===== src/rtl/multiword_add_sequencer_pkg.sv =====
// Shared definitions for the multi-word adder sequencer: FSM state
// encodings and helpers that derive the operand and index widths.
package multiword_add_sequencer_pkg;

    typedef enum logic [1:0] {
        ST_IDLE = 2'd0,
        ST_RUN  = 2'd1,
        ST_DONE = 2'd2
    } state_t;

    // Full operand width built from one slice width and the slice count.
    function automatic int calc_w(input int n, input int words);
        return n * words;
    endfunction

    // Word index width; a single-word configuration still needs one bit.
    function automatic int calc_iw(input int words);
        return (words > 1) ? $clog2(words) : 1;
    endfunction

endpackage


===== src/rtl/multiword_add_sequencer_rca.sv =====
// N-bit ripple-carry adder slice. Purely combinational; the sequencer
// reuses this single slice once per operand word.
module Ripple_Carry_Adder #(
    parameter int N = 10
) (
    input  logic [N-1:0] i_a,
    input  logic [N-1:0] i_b,
    input  logic         i_cin,
    output logic [N-1:0] o_sum,
    output logic         o_cout
);

    // Bit-serial carry chain from bit 0 up to bit N-1.
    always_comb begin
        logic v_c;
        o_sum = '0;
        v_c   = i_cin;
        for (int i = 0; i < N; i++) begin
            o_sum[i] = i_a[i] ^ i_b[i] ^ v_c;
            v_c      = (i_a[i] & i_b[i]) | (v_c & (i_a[i] ^ i_b[i]));
        end
        o_cout = v_c;
    end

endmodule


===== src/rtl/multiword_add_sequencer.sv =====
// Wide adder built by stepping one N-bit ripple-carry slice across WORDS
// operand words, least-significant word first, with the carry held in a
// register between steps. Start/Done handshake toward the requester:
//   Start is accepted only when Busy=0 (IDLE or DONE); a Start seen while
//   Busy=1 is dropped. Done is a one-cycle pulse marking Result/Cout valid,
//   and both hold until the next accepted Start. Busy and Done never overlap.
module multiword_add_sequencer
    import multiword_add_sequencer_pkg::*;
#(
    parameter int N     = 10,
    parameter int WORDS = 4
) (
    input  logic                 Clk,
    input  logic                 Rst,
    input  logic                 Start,
    input  logic [N*WORDS-1:0]   Inp1,
    input  logic [N*WORDS-1:0]   Inp2,
    input  logic                 Cin,
    output logic                 Busy,
    output logic                 Done,
    output logic [N*WORDS-1:0]   Result,
    output logic                 Cout
);

    localparam int W  = calc_w(N, WORDS);
    localparam int IW = calc_iw(WORDS);

    state_t          r_state;
    state_t          w_state_next;
    logic [W-1:0]    r_a;
    logic [W-1:0]    r_b;
    logic            r_carry;
    logic [IW-1:0]   r_idx;
    logic [W-1:0]    r_result;
    logic            r_cout;

    logic            w_accept;
    logic            w_last;
    logic [N-1:0]    w_a_word;
    logic [N-1:0]    w_b_word;
    logic [N-1:0]    w_sum;
    logic            w_slice_cout;

    assign w_accept = Start && ((r_state == ST_IDLE) || (r_state == ST_DONE));
    assign w_last   = (r_idx == IW'(WORDS - 1));
    assign w_a_word = r_a[r_idx*N +: N];
    assign w_b_word = r_b[r_idx*N +: N];

    Ripple_Carry_Adder #(.N(N)) u_slice (
        .i_a    (w_a_word),
        .i_b    (w_b_word),
        .i_cin  (r_carry),
        .o_sum  (w_sum),
        .o_cout (w_slice_cout)
    );

    // State register.
    always_ff @(posedge Clk or posedge Rst) begin
        if (Rst) begin
            r_state <= ST_IDLE;
        end else begin
            r_state <= w_state_next;
        end
    end

    // Next-state logic: RUN exits after the last word, DONE lasts one cycle.
    always_comb begin
        w_state_next = r_state;
        case (r_state)
            ST_IDLE: if (Start) w_state_next = ST_RUN;
            ST_RUN:  if (w_last) w_state_next = ST_DONE;
            ST_DONE: w_state_next = Start ? ST_RUN : ST_IDLE;
            default: w_state_next = ST_IDLE;
        endcase
    end

    // Operand capture on accept, then one word of sum per RUN cycle.
    always_ff @(posedge Clk or posedge Rst) begin
        if (Rst) begin
            r_a      <= '0;
            r_b      <= '0;
            r_carry  <= 1'b0;
            r_idx    <= '0;
            r_result <= '0;
            r_cout   <= 1'b0;
        end else if (w_accept) begin
            r_a     <= Inp1;
            r_b     <= Inp2;
            r_carry <= Cin;
            r_idx   <= '0;
        end else if (r_state == ST_RUN) begin
            r_result[r_idx*N +: N] <= w_sum;
            r_carry                <= w_slice_cout;
            if (w_last) begin
                // Index stays put on the last word so it never wraps.
                r_cout <= w_slice_cout;
            end else begin
                r_idx <= r_idx + IW'(1);
            end
        end
    end

    assign Busy   = (r_state == ST_RUN);
    assign Done   = (r_state == ST_DONE);
    assign Result = r_result;
    assign Cout   = r_cout;

endmodule


===== config.mk =====
export PLATFORM = sky130hd
export DESIGN_NAME = multiword_add_sequencer
export DESIGN_NICKNAME = d
export VERILOG_FILES = /design/src/rtl/multiword_add_sequencer_pkg.sv /design/src/rtl/multiword_add_sequencer_rca.sv /design/src/rtl/multiword_add_sequencer.sv
export SDC_FILE = /design/constraint.sdc
export NUM_CORES = 1
export LEC_CHECK = 0
export BUFFER_PORTS_ARGS = -buffer_cell sky130_fd_sc_hd__buf_2
export CORE_MARGIN = 4
export CORE_UTILIZATION = 59
export DETAILED_ROUTE_END_ITERATION = 10
export GPL_ROUTABILITY_DRIVEN = 0
export PLACE_DENSITY = 0.85
export RECOVER_POWER = 100
export SLEW_MARGIN = 30
export SYNTH_ARGS = -nofsm -noshare
export SYNTH_HDL_FRONTEND = slang
export SYNTH_SLANG_ARGS = --single-unit

===== constraint.sdc =====
create_clock -name Clk -period 10.05 [get_ports Clk]
set_clock_uncertainty 0.2 [all_clocks]
set_input_delay 0 -clock Clk [delete_from_list [all_inputs] [get_ports Clk]]
set_output_delay 0 -clock Clk [all_outputs]
set_load 0.05 [all_outputs]

# --- After elaboration in Yosys (flattened, before gate mapping) ---
# Index checks and enable logic that the tools add are counted.
totals:
  register_bits: 126
  latchBits: 0
  ramBits: 0
  mem_bits_ro: 0
  inputBits: 84
  wordCells: 89
  memories: 0
classes:
  add_sub_neg: 2
  mul: 1
  div_mod_pow: 0
  order_cmp: 0
  eq_ne: 6
  shift: 4
  mux: 10
  bitwise_logic: 51
  n_reduce_logical: 8
ops:
  columns: ["op", "n"]
  rows:
  - ["40-bit by 7-bit indexed part select with 10-bit output", 2]
  - ["40-bit bitwise mux", 1]
  - ["10-bit by 34-bit variable shift with 40-bit output (first input constant)", 1]
  - ["10-bit by 34-bit indexed part select with 40-bit output", 1]
  - ["6-bit negator with 34-bit output", 1]
  - ["1-bit AND", 20]
  - ["1-bit XOR", 20]
  - ["2-bit 2-to-1 mux", 5]
  - ["1-bit bitwise OR", 10]
  - ["2-bit case mux with 3 select lines", 1]
  - ["2-bit AND reduction", 3]
  - ["2-bit by 3-bit multiplier with 5-bit output (second input constant)", 1]
  - ["2-bit == test (second input constant)", 2]
  - ["2-bit inequality test (second input constant)", 2]
  - ["1-bit 2-to-1 mux", 3]
  - ["3-bit AND reduction", 1]
  - ["2-bit by 1-bit adder with 2-bit output (second input constant)", 1]
  - ["2-bit by 1-bit == test with 1-bit output (second input constant)", 1]
  - ["2-bit logical NOT", 1]
  - ["2-bit by 1-bit inequality test with 1-bit output (second input constant)", 1]
  - ["2-bit nonzero test", 1]
  - ["1-bit logical AND", 1]
  - ["1-bit logical OR", 1]
  - ["1-bit inverter", 1]

# --- Longest topological paths before layout ---
# Gate-level depths: netlist of run 1.
logic_depth:
  word_depth: 25
  mapped_depth: 17
  ltp_nobuf: 15

# --- By module ---
# A second synthesis of run 1 with hierarchy kept.
unflattened:
  cells_unflattened: 454
  area_unflattened_um2: 6132.1
modules_own_cells:
  columns: ["module", "instances", "cells_each", "area_per_inst_um2", "seq_area_each_um2"]
  rows:
  - ["multiword_add_sequencer", 1, 434, 5894.4, 3153.0]
  - ["Ripple_Carry_Adder", 1, 20, 237.7, 0.0]

# --- Worst setup path after synthesis of run 1 ---
# OpenSTA, ideal clock, no wires.
synth_timing:
  path_kind: "register to register"
  from: "register r_idx[0]"
  to: "register r_result[15], in the netlist Result[15]"
  arrival_time_ps: 5954
  required_ps: 9729
  slack_ps: 3775
  stages_incl_launch_ff: 17
  cell_sequence: "dfrtp_1 -> buf_2 -> buf_2 -> mux4_2 -> fa_1 -> fa_1 -> fa_1 -> fa_1 -> fa_1 -> fa_1 -> fa_1 -> fa_1 -> fa_1 -> fa_1 -> mux2_2 -> a22o_1 -> a22o_1"
synth_via:
  elab_chain_len: 24
synth_rtl:
  columns: ["element", "line_no", "text"]
  rows:
  - ["start, declared", "multiword_add_sequencer.sv:33", "logic [IW-1:0] r_idx;"]
  - ["start signal, assigned", "multiword_add_sequencer.sv:98", "r_idx <= r_idx + IW'(1);"]
  - ["2-bit by 3-bit multiplier with 5-bit output (*)", "multiword_add_sequencer.sv:46, multiword_add_sequencer.sv:47, multiword_add_sequencer.sv:92", null]
  - ["40-bit by 7-bit indexed part select with 10-bit output (on tied branches)", "multiword_add_sequencer.sv:46, multiword_add_sequencer.sv:47", null]
  - ["1-bit XOR", "multiword_add_sequencer_rca.sv:19, multiword_add_sequencer_rca.sv:20", null]
  - ["1-bit AND", "multiword_add_sequencer_rca.sv:20", "v_c = (i_a[i] & i_b[i]) | (v_c & (i_a[i] ^ i_b[i]));"]
  - ["1-bit bitwise OR", "multiword_add_sequencer_rca.sv:20", null]
  - ["1-bit AND", "multiword_add_sequencer_rca.sv:20", null]
  - ["1-bit bitwise OR", "multiword_add_sequencer_rca.sv:20", null]
  - ["1-bit AND", "multiword_add_sequencer_rca.sv:20", null]
  - ["[... 8 more ...]", null, null]
  - ["1-bit bitwise OR", "multiword_add_sequencer_rca.sv:20", null]
  - ["1-bit AND", "multiword_add_sequencer_rca.sv:20", null]
  - ["1-bit bitwise OR", "multiword_add_sequencer_rca.sv:20", null]
  - ["1-bit AND", "multiword_add_sequencer_rca.sv:20", null]
  - ["1-bit bitwise OR", "multiword_add_sequencer_rca.sv:20", null]
  - ["1-bit XOR", "multiword_add_sequencer_rca.sv:19", "o_sum[i] = i_a[i] ^ i_b[i] ^ v_c;"]
  - ["10-bit by 34-bit indexed part select with 40-bit output", "multiword_add_sequencer.sv:92", "r_result[r_idx*N +: N] <= w_sum;"]
  - ["40-bit bitwise mux (*)", "multiword_add_sequencer.sv:92", null]
  - ["end signal, assigned by index", "multiword_add_sequencer.sv:92", null]
  - ["end, declared", "multiword_add_sequencer.sv:34", "logic [W-1:0] r_result;"]
# Mark *: on every way between the ends. The rest lies on a longest branch, timed or not.
# A chain may end at the register's enable or synchronous reset.

# --- Final worst setup path of run 1 ---
layout_timing:
  from: "register r_idx[0]"
  to: "register r_result[27], in the netlist Result[27]"
# The elaborated chain is that of the path after synthesis.

==> results_dict.tcl, run 1 <==
set metrics [dict create \
    cp-end-kind "flop" \
    synthXorXnorAreaFrac_pct 0 \
    syn_nets 702 \
    diodes 0 \
    dr.pass1.iters 6 \
    startpoint_type "flop" \
    sw_frac_of_total_pct 50.4 \
    dieWidth_um 108 \
    holdPathEnd "r_a[37]$_DFFE_PP0P_" \
    cts.clk_slew.worst_paths_ns 0.07 \
    grtUsageTotal_pct 41.6 \
    r2r_slack_ns 2.23 \
    crit_fanout 32 \
    ant_nets 0 \
    grt_max_degree 81 \
    drv_cap 4 \
    timing.rr.start "r_idx[0]$_DFFE_PP0P_" \
    core_area_um2 9770 \
    fin_tns_setup_ns 0 \
    final_nets 942 \
    drc_errors 0 \
    clkPwrFrac_pct 17.2 \
    hpwl_mm 10.6 \
    grt_pass1_vias 6474 \
    p_per_area_nw_per_um2 414 \
    synth-compound-area-share_pct 6.91 \
    min_path_type "input pin to flop" \
    syn_area_per_cell_um2 9.87 \
    drtIter0Drc 854 \
    postCtsSetupBuffers 0 \
    clock_latency_ns 0.54 \
    power.leakage_uw 0.00404 \
    status "finished, violations left" \
    worst_pin_slew_ns 4.23 \
    ys_types 45 \
    peakVddDrop_mv 0.318 \
    ys_warn_count 0 \
    netlist_area_um2 5940 \
    cts.sinks 126 \
    period_needed_ns 7.82 \
    drive_above_1_share_pct 16.7 \
    cts_resized 0 \
    synthCells 602 \
    maxSlewViolCount 242 \
    path_class "flop to flop" \
    final_util_pct 85.7 \
    finalSetupViolCount 0 \
    max_slew_margin_pct -182 \
    synth_simple_gate_area_share_pct 22.3 \
    synth_fa_ha_area_share_pct 4.63 \
    r2r-end "Result[27]$_DFFE_PP0P_" \
    cts.htree.levels 4 \
    clk_path_buf_depth 2 \
    num_rows 36 \
    reg2regPathDepth 16 \
    async_flop_share_pct 100 \
    rsz0062_at_grt "false" \
    ys.flop_type "dfrtp_1" \
    overflow 0 \
    timing.fmax_mhz 128 \
    synth-seq-cells 126 \
    post_drt_wl_per_cell_um 23.3 \
    synth.area.top_cells "dfrtp_1 (53%), nand2_1 (18%), mux4_2 (7.6%)" \
    synth_top_family_by_area "simple AND/OR/NAND/NOR gates" \
    cp.required_ns 10.22 \
    synth-edff-count 0 \
    yosys.area.top_type_share_pct 53.1 \
    cts_buffers 17 \
    p_comb_share_pct 56.1 \
    viasPerCell 6.29 \
    yosys-mux-area-fraction_pct 10.0 \
    start_util_pct 60.8 \
    antenna_found_initial 1 \
    holdBufCountCts 125 \
    routed_wl_mm 23.0 \
    violations "max-capacitance violations, max-slew violations" \
    placed_cells 831 \
    grt_pass1_wl_mm 35.8 \
    syn_to_final_growth_pct 40.9 \
    cts_tree "done" \
    root_buffer "clkbuf_8" \
    yosysTopAreaCell "dfrtp_1" \
    worstHoldStart "Inp1[37]" \
    hold_depth 4 \
    fp.dieH_um 108 \
    period_share_pct 77.8 \
    fp.dieArea_um2 11700 \
    switching_power_uw 1750 \
    critPathArrivalTime_ns 7.99 \
    intPower_uw 1720 \
    vias 6214 \
    io_buffers 126 \
    post_layout_nonfiller_instances 988 \
    io_pins 127 \
    yosysSeqAreaShare_pct 53.1 \
    hold_viol 0 \
    seqPwrFrac_pct 26.7 \
    whs_ns 0.0174 \
]
==> how the worst max path moves through the flow <==
stage / startpoint / endpoint
after floorplan: r_idx[0]$_DFFE_PP0P_ / Result[15]$_DFFE_PP0P_
after global placement: r_idx[0]$_DFFE_PP0P_ / Result[3]$_DFFE_PP0P_
after detailed placement: r_idx[0]$_DFFE_PP0P_ / Result[3]$_DFFE_PP0P_
after CTS: r_idx[0]$_DFFE_PP0P_ / Result[27]$_DFFE_PP0P_
after global routing: r_idx[0]$_DFFE_PP0P_ / Result[19]$_DFFE_PP0P_
final: r_idx[0]$_DFFE_PP0P_ / Result[27]$_DFFE_PP0P_
==> state kept, by name, summed over array words and instances, names as in the netlist <==
name	cells
Result	40
r_a	40
r_b	40
r_idx	2
r_state	2
Cout	1
r_carry	1
==> cells by family (layout without fill, tap and decap cells) <==
kind of cell,count (synthesis),after routing
fa+ha+maj,16,16
compound gates,60,60
simple gates,325,325
flops,126,126
mux,34,34
buf+inv,41,294
==> area by class of cell <==
type | count | area [um2]
fill | 452 | 1400
clock buffer | 20 | 455
multi-input combinational | 435 | 2610
sequential | 126 | 3150
timing repair buffer | 256 | 1850
tap | 133 | 166
clock inverter | 12 | 111
inverter | 6 | 23.8
==> metal layers <==
layer | vias to the layer above | GRT usage (%) | part of all wire (%)
li1 | 2483 | - | -
met1 | 2915 | 47.6 | 33
met2 | 607 | 66.6 | 46
met3 | 207 | 15.0 | 13
met4 | 2 | 25.8 | 7.6
met5 | - | 0.446 | 0.048
==> power by group through the flow <==
| stage | Clock [uW] | Combinational [uW] | Sequential (uW) |
|---|---|---|---|
| after global placement | 0 | 1650 | 859 |
| after global routing | 615 | 2040 | 934 |
| final | 596 | 1950 | 927 |
| after floorplan | 0 | 1120 | 1000 |
| after CTS | 586 | 1790 | 873 |
| after detailed placement | 0 | 1720 | 873 |
==> placed cells by master (no fill, tap or decap), types with 2 or more instances in the layout <==
master	count
mux2i_1	9
nor2b_1	4
nor2_1	6
a21oi_1	3
nor3_1	7
clkinvlp_4	6
clkinv_2	2
mux4_2	20
inv_6	2
buf_4	2
or3_1	3
a32oi_1	2
ha_1	6
clkbuf_16	16
dlygate4sd3_1	125
nand2b_1	3
o221ai_1	3
a22oi_1	2
clkbuf_1	46
o21a_1	2
nand4_1	2
nand2_1	278
nand3_1	6
nand3b_1	5
dfrtp_1	126
nor3b_1	3
buf_2	83
a22o_1	14
inv_1	4
mux2_1	4
fa_1	10
clkbuf_8	4
o21ai_0	27
==> critical path, stage by stage, from the launching register on <==
cell and delay, ns:
dfrtp_1 1.01, buf_4 0.51, mux4_2 0.58, fa_1 0.40
fa_1 0.41, fa_1 0.43, fa_1 0.42, fa_1 0.45
fa_1 0.43, fa_1 0.40, fa_1 0.39, fa_1 0.40
fa_1 0.55, mux2i_1 0.37, nand2_1 0.13, o21ai_0 0.29
o21ai_0 0.25
==> cell usage after synthesis (all sizes together) (2+ instances only) <==
cell and number:
a22oi 2, dfrtp 126, nand3 6, fa 10, mux2 5, nor2b 4, nor3 7, buf 12
nor2 6, inv 5, o21ai 27, mux2i 9, a21oi 3, a32oi 2, clkbuf 23, ha 6
nand2 279, and2 2, mux4 20, o221ai 3, nor3b 3, nand4 2, nand3b 5, a22o 14
o21a 2, o31ai 2, nand2b 3, or3 3
==> through the flow <==
stage | power (uW) | area, um2 | setup slack, ns
after CTS | 3250 | 8450 | 2.94
after floorplan | 2120 | 5940 | 3.78
after detailed placement | 2590 | 6630 | 3.06
after global routing | 3590 | 8370 | 2.07
after global placement | 2500 | 6630 | 3.35
final | 3470 | 8370 | 2.23
No activity file was read; power rests on OpenSTA's default activity.
==> run 2: changes to the inputs <==
--- a/config.mk
+++ b/config.mk
@@ -5,12 +5,13 @@
 export SDC_FILE = /design/constraint.sdc
 export NUM_CORES = 1
 export LEC_CHECK = 0
+export ABC_AREA = 1
 export BUFFER_PORTS_ARGS = -buffer_cell sky130_fd_sc_hd__buf_2
 export CORE_MARGIN = 4
-export CORE_UTILIZATION = 59
+export CORE_UTILIZATION = 55
 export DETAILED_ROUTE_END_ITERATION = 10
 export GPL_ROUTABILITY_DRIVEN = 0
-export PLACE_DENSITY = 0.85
+export PLACE_DENSITY = 0.8
 export RECOVER_POWER = 100
 export SLEW_MARGIN = 30
 export SYNTH_ARGS = -nofsm -noshare
==> constraint.sdc (replaced) <==
create_clock -name Clk -period 8.2 [get_ports Clk]
set_clock_uncertainty 0.2 [all_clocks]
set_input_delay 0 -clock Clk [delete_from_list [all_inputs] [get_ports Clk]]
set_output_delay 0 -clock Clk [all_outputs]
set_load 0.05 [all_outputs]
==> results_dict.tcl, run 2 <==
set metrics [dict create \
    syn_area_per_cell_um2 7.71 \
    synth_most_common_cell "nand2_1" \
    yosysSeqAreaShare_pct 49.8 \
    routed_wl_mm 19.3 \
    maxSlewViolCount 214 \
    hold_viol 0 \
    seqPwrFrac_pct 25.6 \
    final_common_cell "nand2_1" \
    grt_max_degree 85 \
    overflow 0 \
    clock_latency_ns 0.42 \
    synth.area.top_cells "dfrtp_1 (50%), nand2_1 (23%), nand3_1 (4.8%)" \
    drv_cap 3 \
    ys.flop_type "dfrtp_1" \
    cp_cell_sequence "inv_2, o21ai_0, o22ai_1, fa_1, fa_1, fa_1, fa_1, fa_1, fa_1, fa_1, fa_1, fa_1, fa_1, nand2_1, nor2_1, nand2_1, nand3_1, nand3_1, nand2_1" \
    worst_path_most_repeated_cell "fa_1" \
    grtUsageTotal_pct 30.0 \
    register_area_um2 3150 \
    cts.sinks 126 \
    timing.rr.start "r_idx[0]$_DFFE_PP0P_" \
    dr.pass1.iters 6 \
    fillers 771 \
    yosys.area.top_type_share_pct 49.8 \
    cp-end-kind "flop" \
    worst_path_max_delay_cell "dfrtp_1" \
    worstHoldStart "Inp2[39]" \
    synth_commonest_cells "nand2_1 (393), dfrtp_1 (126), nand3_1 (61)" \
    dieWidth_um 115 \
    fin_tns_setup_ns 0 \
    sw_frac_of_total_pct 50.0 \
    clkPwrFrac_pct 19.3 \
    io_buffers 126 \
    startpoint "r_idx[0]$_DFFE_PP0P_" \
    finalSetupViolCount 0 \
    cts.clk_slew.worst_paths_ns 0.06 \
    switching_power_uw 2130 \
    viasPerCell 5.50 \
    fp.dieArea_um2 13300 \
    drtIter0Drc 607 \
    post_drt_wl_per_cell_um 16.6 \
    max_slew_margin_pct -142 \
    yosysTopAreaCell "dfrtp_1" \
    timing.fmax_mhz 142 \
    ant_nets 0 \
    cts_resized 0 \
    synth-edff-count 0 \
    place_area_um2 6960 \
    intPower_uw 2140 \
    netlist_area_um2 6330 \
    synth-seq-cells 126 \
    cp.required_ns 8.35 \
    rsz0062_at_grt "false" \
    path_class "flop to flop" \
    p_comb_share_pct 55.1 \
    root_buffer "clkbuf_16" \
    multiInputGateArea_um2 2870 \
    num_rows 38 \
    p_per_area_nw_per_um2 511 \
    status "finished, violations left" \
    cts.htree.levels 4 \
    power.leakage_uw 0.00439 \
    synthCells 822 \
    cts_tree "done" \
    ys_types 29 \
    final_nets 1107 \
    diodes 0 \
    syn_to_final_growth_pct 32.0 \
    io_pins 127 \
    ys_warn_count 0 \
    grt_pass1_wl_mm 31.1 \
    peakVddDrop_mv 0.332 \
    min_path_type "input pin to flop" \
    period_share_pct 85.8 \
    syn_nets 922 \
    crit_fanout 34 \
    startpoint_type "flop" \
    vias 6380 \
    clk_path_buf_depth 2 \
    worst_pin_slew_ns 3.62 \
    critPathArrivalTime_ns 7.18 \
    critPathMaxStageDelay_ns 0.95 \
    drc_errors 0 \
    drive_above_1_share_pct 13.4 \
    fin_area_um2 8360 \
    start_util_pct 57.4 \
    antenna_found_initial 0 \
    grt_pass1_vias 6274 \
    cts_buffers 17 \
    violations "max-capacitance violations, max-slew violations" \
    async_flop_share_pct 100 \
    period_needed_ns 7.04 \
    hpwl_mm 11.4 \
    layout_common_cells "nand2_1 (392), dfrtp_1 (126), buf_2 (83)" \
    fp.dieH_um 115 \
    core_area_um2 11000 \
]
[run 2: layout make-up]
type,instances,area share (%)
multi-input combinational,627,34.3
inverter,22,1.03
sequential,126,37.7
clock buffer,20,5.58
tap,140,2.10
timing repair buffer,213,17.1
clock inverter,11,2.16
[run 2: routing by layer]
metal | part of all wire (%) | track usage, % | up-vias
li1 | - | - | 2984
met1 | 38 | 37.0 | 2996
met2 | 51 | 51.8 | 339
met3 | 7.6 | 6.37 | 61
met4 | 3.3 | 11.5 | 0
met5 | 0 | 0 | -
[run 2: cell families after synthesis]
kind of cell | count (synthesis) | share of synthesized area, %
AND/OR/NAND/NOR | 533 | 34.2
flip-flops | 126 | 49.8
AO/OA/AOI/OAI | 78 | 6.74
buffers and inverters | 69 | 4.92
adder cells (fa/ha/maj) | 16 | 4.35
[run 2: what timing repair did]
action / 4_1_cts / 5_1_grt
hold buffers: 82 / 0
endpoints found under the hold margin: 157 / 0
setup buffers: 0 / 0
[run 2: final timing paths]
check / endpoint / slack, ns / cells past startpoint
worst min-delay path: r_b[39]$_DFFE_PP0P_ / 0.11 / 4
min in group asynchronous: Result[22]$_DFFE_PP0P_ / 0.91 / 3
worst max-delay path: Result[29]$_DFFE_PP0P_ / 1.16 / 19
max in group asynchronous: r_b[30]$_DFFE_PP0P_ / 3.29 / 4
worst max register to register: Result[29]$_DFFE_PP0P_ / 1.16 / 19
worst min register to register: r_a[21]$_DFFE_PP0P_ / 0.28 / 2
[run 2: critical path: cells and delay by family (launching register included)]
kind | cells | cell delay [ns]
AOI/OAI and AO/OA | 2 | 0.39
adders and majority gates | 10 | 4.29
buffers and inverters | 1 | 0.48
DFF | 1 | 0.95
and+or+nand+nor | 6 | 0.64
[run 2: per-stage QoR]
stage / hold WS, ns / total power (uW) / worst slack (ns) / utilization (%) / std cells
2_1_floorplan: -0.0904 / 2770 / 2.36 / - / 822
3_3_place_gp: -0.00380 / 3290 / 1.52 / 63.0 / 1046
3_5_place_dp: -0.00351 / 3330 / 1.33 / 63.1 / 1046
4_1_cts: 0.101 / 4210 / 1.29 / 76.4 / 1159
5_1_grt: 0.127 / 4570 / 0.774 / 75.8 / 1159
6_report: 0.109 / 4270 / 1.16 / 75.8 / 1159
[run 2: power by group through the flow]
stage,sequential (uW),combinational [uW],clock (uW)
finish,1100,2350,824
global route,1120,2590,852
CTS,1080,2300,824
detailed placement,1080,2240,0
global placement,1080,2210,0
floorplan,1260,1510,0
==> run 3: changes to the inputs <==
--- a/config.mk
+++ b/config.mk
@@ -13,6 +13,7 @@
 export GPL_ROUTABILITY_DRIVEN = 0
 export PLACE_DENSITY = 0.8
 export RECOVER_POWER = 100
+export REMOVE_ABC_BUFFERS = 1
 export SLEW_MARGIN = 30
 export SYNTH_ARGS = -nofsm -noshare
 export SYNTH_HDL_FRONTEND = slang
==> results_dict.tcl, run 3 (synthesis gave the netlist of run 2 again) <==
set metrics [dict create \
    layout_common_cells "nand2_1 (392), dfrtp_1 (125), buf_2 (83)" \
    power.leakage_uw 0.00432 \
    critPathBufInv 1 \
    overflow 0 \
    path_class "flop to flop" \
    timing.fmax_mhz 140 \
    violations "max-capacitance violations, max-slew violations" \
    worstHoldStart "Inp1[29]" \
    final_nets 1106 \
    ant_nets 0 \
    cp_cell_sequence "inv_1, o21ai_0, o22ai_1, fa_1, fa_1, fa_1, fa_1, fa_1, fa_1, fa_1, fa_1, fa_1, fa_1, nand2_1, nand2_1, nand3_1, nand3_1, nand3_1, nand2_1" \
    grtUsageTotal_pct 29.1 \
    cts.htree.levels 4 \
    cts.sinks 126 \
    start_util_pct 57.4 \
    grt_pass1_wl_mm 30.6 \
    drive_above_1_share_pct 13.3 \
    num_rows 38 \
    critPathMaxStageDelay_ns 0.98 \
    r2r_slack_ns 1.07 \
    dieWidth_um 115 \
    diodes 0 \
    rsz0062_at_grt "false" \
    cts_buffers 17 \
    placed_cells 1045 \
    io_buffers 126 \
    period_share_pct 87.0 \
    crit_fanout 59 \
    holdPathEnd "r_a[29]$_DFFE_PP0P_" \
    root_buffer "clkbuf_16" \
    timing.rr.start "r_idx[0]$_DFFE_PP0P_" \
    routed_wl_mm 18.4 \
    startpoint_type "flop" \
    post_layout_nonfiller_instances 1159 \
    finalSetupViolCount 0 \
    hpwl_mm 10.7 \
    peakVddDrop_mv 0.295 \
    multiInputGateArea_um2 2870 \
    fp.dieArea_um2 13300 \
    min_path_type "input pin to flop" \
    viasPerCell 5.42 \
    grt_max_degree 85 \
    cp.required_ns 8.35 \
    critical-path-top-delay-family "adder cells" \
    max_slew_margin_pct -139 \
    drv_cap 3 \
    hold_depth 4 \
    clock_latency_ns 0.42 \
    vias 6286 \
    worst_pin_slew_ns 3.59 \
    final_common_cell "nand2_1" \
    p_per_area_nw_per_um2 493 \
    cts.clk_slew.worst_paths_ns 0.06 \
    cp-end-kind "flop" \
    worst_path_max_delay_cell "dfrtp_2" \
    reg2regPathDepth 19 \
    cts_tree "done" \
    drc_errors 0 \
    io_pins 127 \
    cp.depth 19 \
    syn_to_final_growth_pct 30.0 \
    fin_tns_setup_ns 0 \
    register_area_um2 3150 \
    period_needed_ns 7.13 \
    hold_viol 0 \
    worst_path_most_repeated_cell "fa_1" \
    status "finished, violations left" \
    critPathArrivalTime_ns 7.29 \
    antenna_found_initial 0 \
    dr.pass1.iters 5 \
    grt_pass1_vias 6370 \
    fillers 803 \
    post_drt_wl_per_cell_um 15.9 \
    maxSlewViolCount 214 \
    postCtsSetupBuffers 0 \
    core_area_um2 11000 \
    r2r-end "Result[27]$_DFFE_PP0P_" \
    drtIter0Drc 463 \
    fp.dieH_um 115 \
    clk_path_buf_depth 2 \
]
[run 3: worst max-delay path by stage]
| stage | from | end | slack [ns] |
|---|---|---|---|
| finish | r_idx[0]$_DFFE_PP0P_ | Result[27]$_DFFE_PP0P_ | 1.07 |
| global route | r_idx[0]$_DFFE_PP0P_ | Result[27]$_DFFE_PP0P_ | 0.66 |
| CTS | r_idx[0]$_DFFE_PP0P_ | Result[27]$_DFFE_PP0P_ | 1.39 |
| detailed placement | r_idx[0]$_DFFE_PP0P_ | Result[27]$_DFFE_PP0P_ | 1.48 |
| global placement | r_idx[0]$_DFFE_PP0P_ | Result[11]$_DFFE_PP0P_ | 1.59 |
| floorplan | r_idx[0]$_DFFE_PP0P_ | Result[11]$_DFFE_PP0P_ | 1.40 |
[run 3: power by group]
part,internal [uW],leakage (uW),switching (uW)
Clock,384,0.000256,286
Combinational,690,0.00247,1600
Sequential,896,0.00160,201
Total,1970,0.00432,2090
[run 3: metal layers]
| layer | routed length, um | GRT usage, % | up-vias |
|---|---|---|---|
| li1 | - | - | 2978 |
| met1 | 7330 | 37.3 | 2925 |
| met2 | 9140 | 48.5 | 325 |
| met3 | 1390 | 6.58 | 58 |
| met4 | 515 | 11.2 | 0 |
| met5 | 0 | 0 | - |
[run 3: worst register-to-register path, cell delays in order, from the launching register on]
cell and delay [ns]:
dfrtp_2 0.98, inv_1 0.56, o21ai_0 0.31, o22ai_1 0.12
fa_1 0.43, fa_1 0.40, fa_1 0.40, fa_1 0.39
fa_1 0.39, fa_1 0.39, fa_1 0.40, fa_1 0.39
fa_1 0.40, fa_1 0.61, nand2_1 0.08, nand2_1 0.13
nand3_1 0.11, nand3_1 0.19, nand3_1 0.11, nand2_1 0.09
[run 3: area by class of cell]
class / count / area share (%)
inverter: 22 / 1.05
clock buffer: 18 / 5.21
tap: 140 / 2.13
multi-input combinational: 627 / 34.9
sequential: 126 / 38.3
timing repair buffer: 212 / 17.2
clock inverter: 14 / 1.17
[run 3: timing repair]
item | CTS | global route
endpoints found under the hold margin | 148 | 0
hold buffers | 82 | 0
setup endpoints to repair | 0 | 0
resized for setup | 0 | 0
[run 3: per-stage QoR]
stage                     setup WS, ns  cell area (um2)  total power, uW  utilization, %  hold slack, ns
after CTS                         1.39             8300             4020            75.2          0.0988
final                             1.07             8230             4060            74.6          0.0972
after global routing             0.655             8230             4380            74.6           0.113
after floorplan                   1.40             6100             2700               -         -0.0904
after detailed placement          1.48             6950             3300            63.0        -0.00289
after global placement            1.59             6950             3250            63.0        -0.00569
